**src/rtl/shl8_iter_if.sv**
```systemverilog
// shl8_iter_if: request/result bundle for the iterative 8-bit left shifter
interface shl8_iter_if;
  logic       start;
  logic [7:0] d_in;
  logic [2:0] shamt;
  logic       busy;
  logic       done;
  logic [7:0] d_out;
  logic       carry;
  logic       ovf;
  modport master (output start, d_in, shamt, input busy, done, d_out, carry, ovf);
  modport slave (input start, d_in, shamt, output busy, done, d_out, carry, ovf);
endinterface

```
**src/rtl/shl8_iter.sv**
```systemverilog
// shl8_iter: iterative shift-left engine, one bit per clock, with carry-out and sticky sign-change overflow
module shl8_iter (
  input logic        clk,
  input logic        reset,
  shl8_iter_if.slave bus
);
  typedef enum logic [1:0] {IDLE, SHIFT, DONE} state_t;
  state_t     state, state_nx;
  logic [2:0] cnt;
  always_ff @(posedge clk)
    state <= reset ? IDLE : state_nx;
  always_comb
    state_nx = (state == IDLE)  ? (bus.start ? SHIFT : IDLE) :
               (state == SHIFT) ? ((cnt == 3'd0) ? DONE : SHIFT) : IDLE;
  always_comb begin
    bus.busy = (state == SHIFT);
    bus.done = (state == DONE);
  end
  // Results are only touched on an accepted start or a live shift step, so they hold through DONE/IDLE.
  always_ff @(posedge clk) begin
    if (reset) begin
      bus.d_out <= 8'h00;
      cnt       <= 3'd0;
      bus.carry <= 1'b0;
      bus.ovf   <= 1'b0;
    end else if (state == IDLE && bus.start) begin
      bus.d_out <= bus.d_in;
      cnt       <= bus.shamt;
      bus.carry <= 1'b0;
      bus.ovf   <= 1'b0;
    end else if (state == SHIFT && cnt != 3'd0) begin
      bus.d_out <= {bus.d_out[6:0], 1'b0};
      bus.carry <= bus.d_out[7];
      bus.ovf   <= bus.ovf | (bus.d_out[7] ^ bus.d_out[6]);
      cnt       <= cnt - 3'd1;
    end
  end
endmodule

```
**src/flat_wrapper.sv**
```systemverilog
// flat-port wrapper written by rule: the top's interface ports become plain ports
module shl8_iter_flat 
  (clk, reset, bus_start, bus_d_in, bus_shamt, bus_busy, bus_done, bus_d_out, bus_carry, bus_ovf);
  shl8_iter_if bus_i ();
  input logic clk;
  input logic reset;
  input wire logic [$bits(bus_i.start)-1:0] bus_start;
  input wire logic [$bits(bus_i.d_in)-1:0] bus_d_in;
  input wire logic [$bits(bus_i.shamt)-1:0] bus_shamt;
  output wire logic [$bits(bus_i.busy)-1:0] bus_busy;
  output wire logic [$bits(bus_i.done)-1:0] bus_done;
  output wire logic [$bits(bus_i.d_out)-1:0] bus_d_out;
  output wire logic [$bits(bus_i.carry)-1:0] bus_carry;
  output wire logic [$bits(bus_i.ovf)-1:0] bus_ovf;
  assign bus_i.start = bus_start;
  assign bus_i.d_in = bus_d_in;
  assign bus_i.shamt = bus_shamt;
  assign bus_busy = bus_i.busy;
  assign bus_done = bus_i.done;
  assign bus_d_out = bus_i.d_out;
  assign bus_carry = bus_i.carry;
  assign bus_ovf = bus_i.ovf;
  shl8_iter u_core (.clk(clk), .reset(reset), .bus(bus_i));
endmodule
```
**config.mk**
```make
export PLATFORM = sky130hd
export DESIGN_NAME = shl8_iter_flat
export DESIGN_NICKNAME = d
export VERILOG_FILES = /design/src/rtl/shl8_iter_if.sv /design/src/rtl/shl8_iter.sv /design/src/flat_wrapper.sv
export SDC_FILE = /design/constraint.sdc
export NUM_CORES = 1
export LEC_CHECK = 0
export ABC_AREA = 1
export CAP_MARGIN = 20
export CORE_ASPECT_RATIO = 0.9
export CORE_MARGIN = 2
export CORE_UTILIZATION = 30
export DETAILED_ROUTE_END_ITERATION = 8
export DONT_BUFFER_PORTS = 1
export PLACE_DENSITY = 0.45
export SYNTH_ARGS = -nofsm -noshare
export SYNTH_HDL_FRONTEND = slang
export SYNTH_SLANG_ARGS = --single-unit
```
**constraint.sdc**
```tcl
create_clock -name clk -period 1.5 [get_ports clk]
set_clock_uncertainty 0.2 [all_clocks]
set_input_delay 0.3 -clock clk [delete_from_list [all_inputs] [get_ports clk]]
set_output_delay 0.3 -clock clk [all_outputs]
set_load 0.01 [all_outputs]
```
* Word level (Yosys, flattened, before mapping)
Cells that the tools add are included.
Cells by class: add/sub/neg operators 1, equal/unequal tests 2, mux-type cells 8, bitwise operators 2, reduce and logical (&&, ||, !) cells 7
Operators by type and width (number):
- $mux W8 | 2
- $mux W2 | 3
- $mux W3 | 2
- $logic_not A3 Y1 | 1
- $reduce_bool A3 Y1 | 1
- $sub A3 B1 Y3 const B | 1
- $eq A2 B1 Y1 const B | 1
- $eq A2 B2 Y1 const B | 1
- $logic_and A1 B1 Y1 | 2
- $logic_not A2 Y1 | 1
- $reduce_bool A2 Y1 | 1
- $reduce_or A2 Y1 | 1
- $mux W1 | 1
- $or A1 B1 Y1 | 1
- $xor A1 B1 Y1 | 1
Storage, ports and cells: register bits after elaboration 15, bits of input ports 14, output and inout port bits 12, logic and storage cells 25

* Depth between registers and ports, before layout
Gate-level depths: netlist of the first run.
depth in word-level cells 4, gate-level depth with buffers 9, depth with buffers taken out 9

* Worst setup path before layout of the first run
Ideal clock, no wire load.
path type register to register, start point register u_core.cnt[0], end point register u_core.bus.d_out[7], library setup time 0.117 ns, data arrival time 1.230 ns, required time 1.183 ns, path slack -0.047 ns, stages on the path, launching flop included 10, clock period less this slack 1.547 ns, path through dfxtp_1 -> inv_1 -> ha_1 -> ha_1 -> inv_1 -> nand3_1 -> nand2_2 -> nor2_1 -> nor2_1 -> nor2_1
On the way: word-level cells in the longest chain between the ends 3
RTL lines:
- start: declaration | line shl8_iter.sv:9 | logic [2:0] cnt;
- start signal: assignment | line shl8_iter.sv:28 | cnt <= bus.shamt;
- start signal: assignment | line shl8_iter.sv:35 | cnt <= cnt - 3'd1;
- $reduce_bool A3 Y1 | line shl8_iter.sv:31 | end else if (state == SHIFT && cnt != 3'd0) begin
- $logic_and A1 B1 Y1 | line shl8_iter.sv:31
- $reduce_bool A2 Y1 (no line)
- end signal: assignment | line shl8_iter.sv:27 | bus.d_out <= bus.d_in;
- end signal: assignment | line shl8_iter.sv:32 | bus.d_out <= {bus.d_out[6:0], 1'b0};
- end: declaration | line shl8_iter_if.sv:12 | modport slave (input start, d_in, shamt, output busy, done, d_out, carry, ovf);
Every way passes these cells. A chain may end at the register's enable or synchronous reset.

* Worst setup path in the final report of the first run
Ends and elaborated chain as after synthesis.

==> reports/metrics.yaml, run 1 <==
yosys:
  ys_seq_area_frac: 0.3987
  yosys_warnings: 0
  yosys.area_share.simple: 0.4219
  yosysTopAreaCell: "dfxtp_1"
  synth.avg_cell_area_sq_um: 6.438
  syn_area_sq_um: 753.2
  synth_xor_area_frac: 0
  yosys-top-cells-area: "dfxtp_1, nor2_1, nand3_1"
  synth_seq_cells: 15
  synth_top_area_frac: 0.3987
  syn_nets: 133
  postSynthCellCount: 117
  netlist-cell-type-count: 15
  synth_mux_area_frac: 0
  synth_top_family_by_area: "simple AND/OR/NAND/NOR gates"
  synth_top_flop_cell: "dfxtp_1"
  async_reset_ff_frac: 0
  synthAdderAreaFrac: 0.03322
  synth-compound-area-share: 0.03322
  synth-edff-count: 0
global_route:
  grt_pass1_vias: 773
  grt_pass1_wl_mm: 3.456
  grt_max_degree: 14
  antenna_found_initial: 0
  grt_usage: 0.1554
  grt_overflow: 0
route:
  routed_wl_mm: 2.072
  drc: 0
  route.met3.wl_microns: 161
  wl_met2_microns: 888
  routedWlPerCell_microns: 13.03
  dr_total_vias: 776
  dr.pass1.iters: 4
  ant_nets: 0
  top_layer: "met4"
  met1_length_microns: 991
  vias_per_cell: 4.881
  drtIter0Drc: 16
critical_path:
  endpoint: "u_core.bus.d_out[7]"
  r2r_start: "u_core.cnt[0]"
  cp-end-kind: "register"
  crit_path_start_kind: "register"
  rr_worst_depth: 9
  cp-startpoint: "u_core.cnt[0]"
  cp.required_ps: 1490
  ff2ff_setup_slack_ps: 30
  crit_type: "reg2reg"
  reg2reg_to: "u_core.bus.d_out[7]"
  path_max_fanout: 6
  worstPathArrival_ps: 1460
clock_network:
  htreeDepth: 1
  clock_path_buffers: 2
  root_buffer: "clkbuf_4"
  cts_sinks: 15
  cts_hold_buf: 2
  path_clk_slew_ps: 90
  clk_latency_ps: 280
  cts_tree: "built"
  cts_buffers: 3
floorplan:
  initial_core_util: 0.3106
  dieArea_sq_um: 2928
  coreArea_sq_um: 2425
  die_x_microns: 56.82
  rows: 17
  ioPinCount: 26
  die_h_microns: 51.54
status:
  failed_checks: "negative hold slack"
  status: "complete, but fails checks"
place:
  dp_slack_ps: -95.45
  post-place-cells: 149
  dp_hpwl_mm: 1.413
  io_buffer_count: 0
  place_congestion: 0.7979
worst_hold_path:
  hp-class: "in2reg"
  hp-start: "reset"
timing:
  maxSlewViolCount: 0
  rsz0062_at_grt: "yes"
  worstMarginPinSlew_ps: 210.6
  layout_min_cycle_time_ps: 1474
  fin_ws_ps: 26.34
  min_period_over_period: 0.9824
  setup_viol: 0
  fmax_ghz: 0.6786
  hold_slack_ps: -134.7
  hold_viol_final: 13
  slew_headroom: 0.8594
finish:
  layout-drive-gt1-share: 0.2443
  diodes: 0
  syn2layout_area_growth_pct: 29.57
  n_fill_cell: 270
  fin_cells: 159
  nets: 148
pwr:
  power_density_nw_per_um2: 1035
  total_power_mw: 1.010
  ir_drop_uv: 550.0
  p_leak_nw: 0.4383
job:
  maxCapViolCount: 0
[cell usage in the layout, fill, tap and decap left out, drive strengths merged]
cell,netlist,final
o21ai,1,1
nand2,18,19
dlygate4sd3,0,2
a21oi,4,4
nand4,1,1
nand3,22,22
nor2,32,32
ha,2,2
inv,17,17
buf,3,11
nor4,1,1
clkbuf,1,4
dfxtp,15,15
[worst max-delay path, cell delays in order, from the launching register on]
cell and delay (ps):
dfxtp_1 330, inv_2 50, ha_4 160, ha_4 160
inv_4 60, nand3_4 120, nand2_4 130, nor2_2 40
nor2_1 90, nor2_1 50
[routing by layer]
layer | up-vias | GRT usage
met2 | 20 | 0.2306
met5 | - | 0
met3 | 4 | 0.06468
met1 | 356 | 0.2037
li1 | 396 | -
met4 | 0 | 0.05426
[stage by stage]
step | utilization | cell area (sq um) | setup TNS [ps]
finish | 0.4025 | 975.9 | 0
global route | 0.4025 | 975.9 | -599.3
CTS | 0.3839 | 930.9 | -1.195
detailed placement | 0.3452 | 837.1 | -811.9
global placement | 0.3452 | 837.1 | -336.3
floorplan | - | 763.2 | 0
[state kept, by name, summed over array words and instances, names as in the netlist]
signal            flops
u_core.state          2
u_core.bus.ovf        1
u_core.bus.d_out      8
u_core.cnt            3
u_core.bus.carry      1
[area by class of cell]
type / count / area (sq um) / share of cell area
Multi-Input combinational cell: 82 / 431.7 / 0.4423
Sequential cell: 15 / 306.5 / 0.3141
Timing Repair Buffer: 13 / 110.1 / 0.1128
Inverter: 17 / 66.31 / 0.06795
Tap cell: 28 / 35.03 / 0.03590
Clock buffer: 4 / 26.28 / 0.02692
[cell families (layout without fill, tap and decap cells)]
group | count (synthesis) | in the layout
adders and majority gates | 2 | 2
DFF | 15 | 15
AOI/OAI and AO/OA | 5 | 5
buffers and inverters | 21 | 34
and+or+nand+nor | 74 | 75
[synthesized netlist by cell type, types with 2 or more instances]
| library cell | n |
|---|---|
| buf_2 | 2 |
| nand2_1 | 17 |
| nor2_1 | 30 |
| inv_1 | 17 |
| nand3_1 | 22 |
| nor2_2 | 2 |
| dfxtp_1 | 15 |
| ha_1 | 2 |
| a21oi_1 | 4 |
[repair_timing]
action	4_1_cts	5_1_grt
endpoints found under the hold margin	15	13
pin swaps	3	8
setup endpoints to repair	14	15
resized for setup	9	12
cloned	1	0
setup buffers	2	1
[worst min-delay path by stage]
stage                                to  slack, ps  cells after the start
floorplan               u_core.state[1]        180                      1
global placement    u_core.bus.d_out[0]        170                      1
finish                    u_core.cnt[1]       -130                      1
global route              u_core.cnt[1]       -150                      1
CTS                 u_core.bus.d_out[0]       -140                      1
detailed placement  u_core.bus.d_out[0]        170                      1
[power breakdown]
group	switching [mW]	internal [mW]	total (mW)
clock	0.132	0.103	0.235
sequential	0.0332	0.431	0.464
combinational	0.173	0.137	0.310
Note: power is estimated with default switching activity, not from simulation.
==> run 2: changes to the inputs <==
- ABC_CLOCK_PERIOD_IN_PS: unset -> 1500
- CTS_CLUSTER_DIAMETER: unset -> 40
- SLEW_MARGIN: unset -> 30
==> results of run 2 <==
The final DEF is identical to that of run 1; final timing and power are the same.
==> run 3: changes to the inputs <==
- PLACE_DENSITY: 0.45 -> unset
==> run 3 against run 2 <==
  * Utilization down 0.62 points
  * Non-clock buffer count shrank 2
  * Combinational power shrank 5%
  * Flip-flop and latch count unchanged
  * The flow still finishes with violations (negative hold slack)
  * Highest routed layer unchanged
  * Largest power group unchanged
  * Largest cell class unchanged
==> reports/metrics.yaml, run 3 (synthesized netlist as in run 1, its figures left out) <==
critical_path:
  path_cells: "inv_1, ha_4, ha_4, inv_4, nand3_4, a21oi_1, nand2_1, nand2_1"  # was inv_2, ha_4, ha_4, inv_4, nand3_4, nand2_4, nor2_2, nor2_1, nor2_1
  crit_path_start_kind: "register"  # unchanged
  cp-end-kind: "register"  # unchanged
  cp.required_ps: 1530  # was 1490 ps
  r2r_start: "u_core.cnt[0]"  # unchanged
  crit_slowest_cell: "dfxtp_1"  # unchanged
  path_max_fanout: 6  # unchanged
  crit_type: "reg2reg"  # unchanged
  rr_worst_depth: 8  # was 9
  worstSetupPathDepth: 8  # was 9
  reg2reg_to: "u_core.bus.d_out[4]"  # was u_core.bus.d_out[7]
  worstPathArrival_ps: 1520  # was 1460 ps
  ff2ff_setup_slack_ps: 10  # was 30 ps
  cp_top_family: "flip-flops"  # was simple AND/OR/NAND/NOR gates
  cpPeakStageDelay_ps: 320  # was 330 ps
  crit_buf_inv: 2  # unchanged
worst_hold_path:
  hp-start: "reset"  # unchanged
  hold_depth: 1  # unchanged
  hold_end: "u_core.cnt[2]"  # was u_core.cnt[1]
  hp-class: "in2reg"  # unchanged
floorplan:
  dieArea_sq_um: 2928  # unchanged
  initial_core_util: 0.3106  # unchanged
  die_x_microns: 56.82  # unchanged
  ioPinCount: 26  # unchanged
  coreArea_sq_um: 2425  # unchanged
  rows: 17  # unchanged
  die_h_microns: 51.54  # unchanged
finish:
  top_register: "u_core.bus.d_out"  # unchanged
  final_area_sq_um: 960.9  # was 975.9 sq um
  final_cell_mix: "nor2_1, nand3_1, nand2_1, inv_1, dfxtp_1"  # unchanged
  syn2layout_area_growth_pct: 27.57  # was 29.57%
  nets: 146  # was 148
  fin_cells: 157  # was 159
  biggestRegsByFlops: "u_core.bus.d_out (8), u_core.cnt (3), u_core.state (2)"  # unchanged
  largest_reg_flops: 8  # unchanged
  final_common_cell: "nor2_1"  # unchanged
  diodes: 0  # unchanged
  layout-drive-gt1-share: 0.2093  # was 0.2443
pwr:
  p_leak_nw: 0.4303  # was 0.4383 nW
  power_density_nw_per_um2: 1036  # was 1035 nW/um^2
  ir_drop_uv: 539.8  # was 550.0 uV
route:
  drtIter0Drc: 20  # was 16
  routed_wl_mm: 1.911  # was 2.072 mm
  dr_total_vias: 756  # was 776
  ant_nets: 0  # unchanged
  dr.pass1.iters: 4  # unchanged
  routedWlPerCell_microns: 12.17  # was 13.03 microns
  vias_per_cell: 4.815  # was 4.881
  drc: 0  # unchanged
place:
  post-place-cells: 147  # was 149
  placed_area_sq_um: 822.0  # was 837.1 sq um
  io_buffer_count: 0  # unchanged
  dp_hpwl_mm: 1.303  # was 1.413 mm
  place_congestion: 0.8492  # was 0.7979
global_route:
  grt_pass1_wl_mm: 3.036  # was 3.456 mm
  antenna_found_initial: 0  # unchanged
  grt_overflow: 0  # unchanged
  grt_usage: 0.1403  # was 0.1554
  grt_pass1_vias: 643  # was 773
  grt_max_degree: 14  # unchanged
clock_network:
  root_buffer: "clkbuf_4"  # unchanged
  path_clk_slew_ps: 90  # about the same
  cts_hold_buf: 2  # unchanged
  cts_buffers: 3  # unchanged
  clk_latency_ps: 280  # about the same
  clock_path_buffers: 2  # unchanged
  cts_sinks: 15  # unchanged
  htreeDepth: 1  # unchanged
  cts_tree: "built"  # unchanged
timing:
  rsz0062_at_grt: "yes"  # unchanged
  worstMarginPinSlew_ps: 347.2  # was 210.6 ps
  slew_headroom: 0.7680  # was 0.8594
  layout_min_cycle_time_ps: 1490  # was 1474 ps
  fmax_ghz: 0.6711  # was 0.6786 GHz
  hold_slack_ps: -128.2  # was -134.7 ps
  maxSlewViolCount: 0  # unchanged
  setup_viol: 0  # unchanged
  hold_viol_final: 12  # was 13
  min_period_over_period: 0.9933  # was 0.9824
job:
  maxCapViolCount: 0  # unchanged
status:
  status: "complete, but fails checks"  # unchanged
  failed_checks: "negative hold slack"  # unchanged
[run 3: cell count changes in the layout (fill, tap and decap cells not counted), sizes merged]
cell  change
buf       -2
[run 3: layout make-up]
| class | count | area, sq um |
|---|---|---|
| Fill cell | 274 | 1464 |
| Multi-Input combinational cell | 82 | 431.7 |
| Sequential cell | 15 | 306.5 |
| Timing Repair Buffer | 11 | 95.09 |
| Inverter | 17 | 66.31 |
| Tap cell | 28 | 35.03 |
| Clock buffer | 4 | 26.28 |
[run 3: per-stage QoR]
step / worst slack, ps / total power [mW] / TNS [ps] / util
final: 10.01 / 0.9955 / 0 / 0.3963
after CTS: 0.5250 / 0.9901 / 0 / 0.3906
after floorplan: 10.32 / 0.6367 / 0 / -
after detailed placement: -81.36 / 0.6946 / -750.3 / 0.3390
after global routing: -40.30 / 1.055 / -220.6 / 0.3963
after global placement: -37.72 / 0.6928 / -260.1 / 0.3390
[run 3: routing by layer]
metal  track usage  wire length, microns
met3       0.02736                    79
met5             0                     0
met2        0.2267                   954
met1        0.1757                   838
met4       0.08140                    40
[run 3: what timing repair did]
| action | in CTS | in global routing |
|---|---|---|
| buffers inserted | 3 | 0 |
| cloned | 1 | 0 |
| endpoints found under the setup margin | 14 | 14 |
| resized for setup | 14 | 5 |
| endpoints found under the hold margin | 15 | 13 |
| pin swaps | 4 | 4 |
[run 3: worst max-delay path by stage]
| stage | from | to | slack, ps |
|---|---|---|---|
| CTS | u_core.cnt[0] | u_core.cnt[1] | 0.5 |
| finish | u_core.cnt[0] | u_core.bus.d_out[4] | 10 |
| floorplan | u_core.cnt[0] | u_core.bus.d_out[7] | 10 |
| global placement | u_core.cnt[0] | u_core.bus.d_out[5] | -40 |
| detailed placement | u_core.cnt[0] | u_core.cnt[0] | -80 |
| global route | u_core.cnt[1] | u_core.cnt[1] | -40 |
[run 3: where the power goes]
group / switching, mW / total, mW / internal (mW)
Clock: 0.131 / 0.234 / 0.103
Sequential: 0.0344 / 0.466 / 0.431
Combinational: 0.168 / 0.296 / 0.128
Total: 0.333 / 0.995 / 0.662
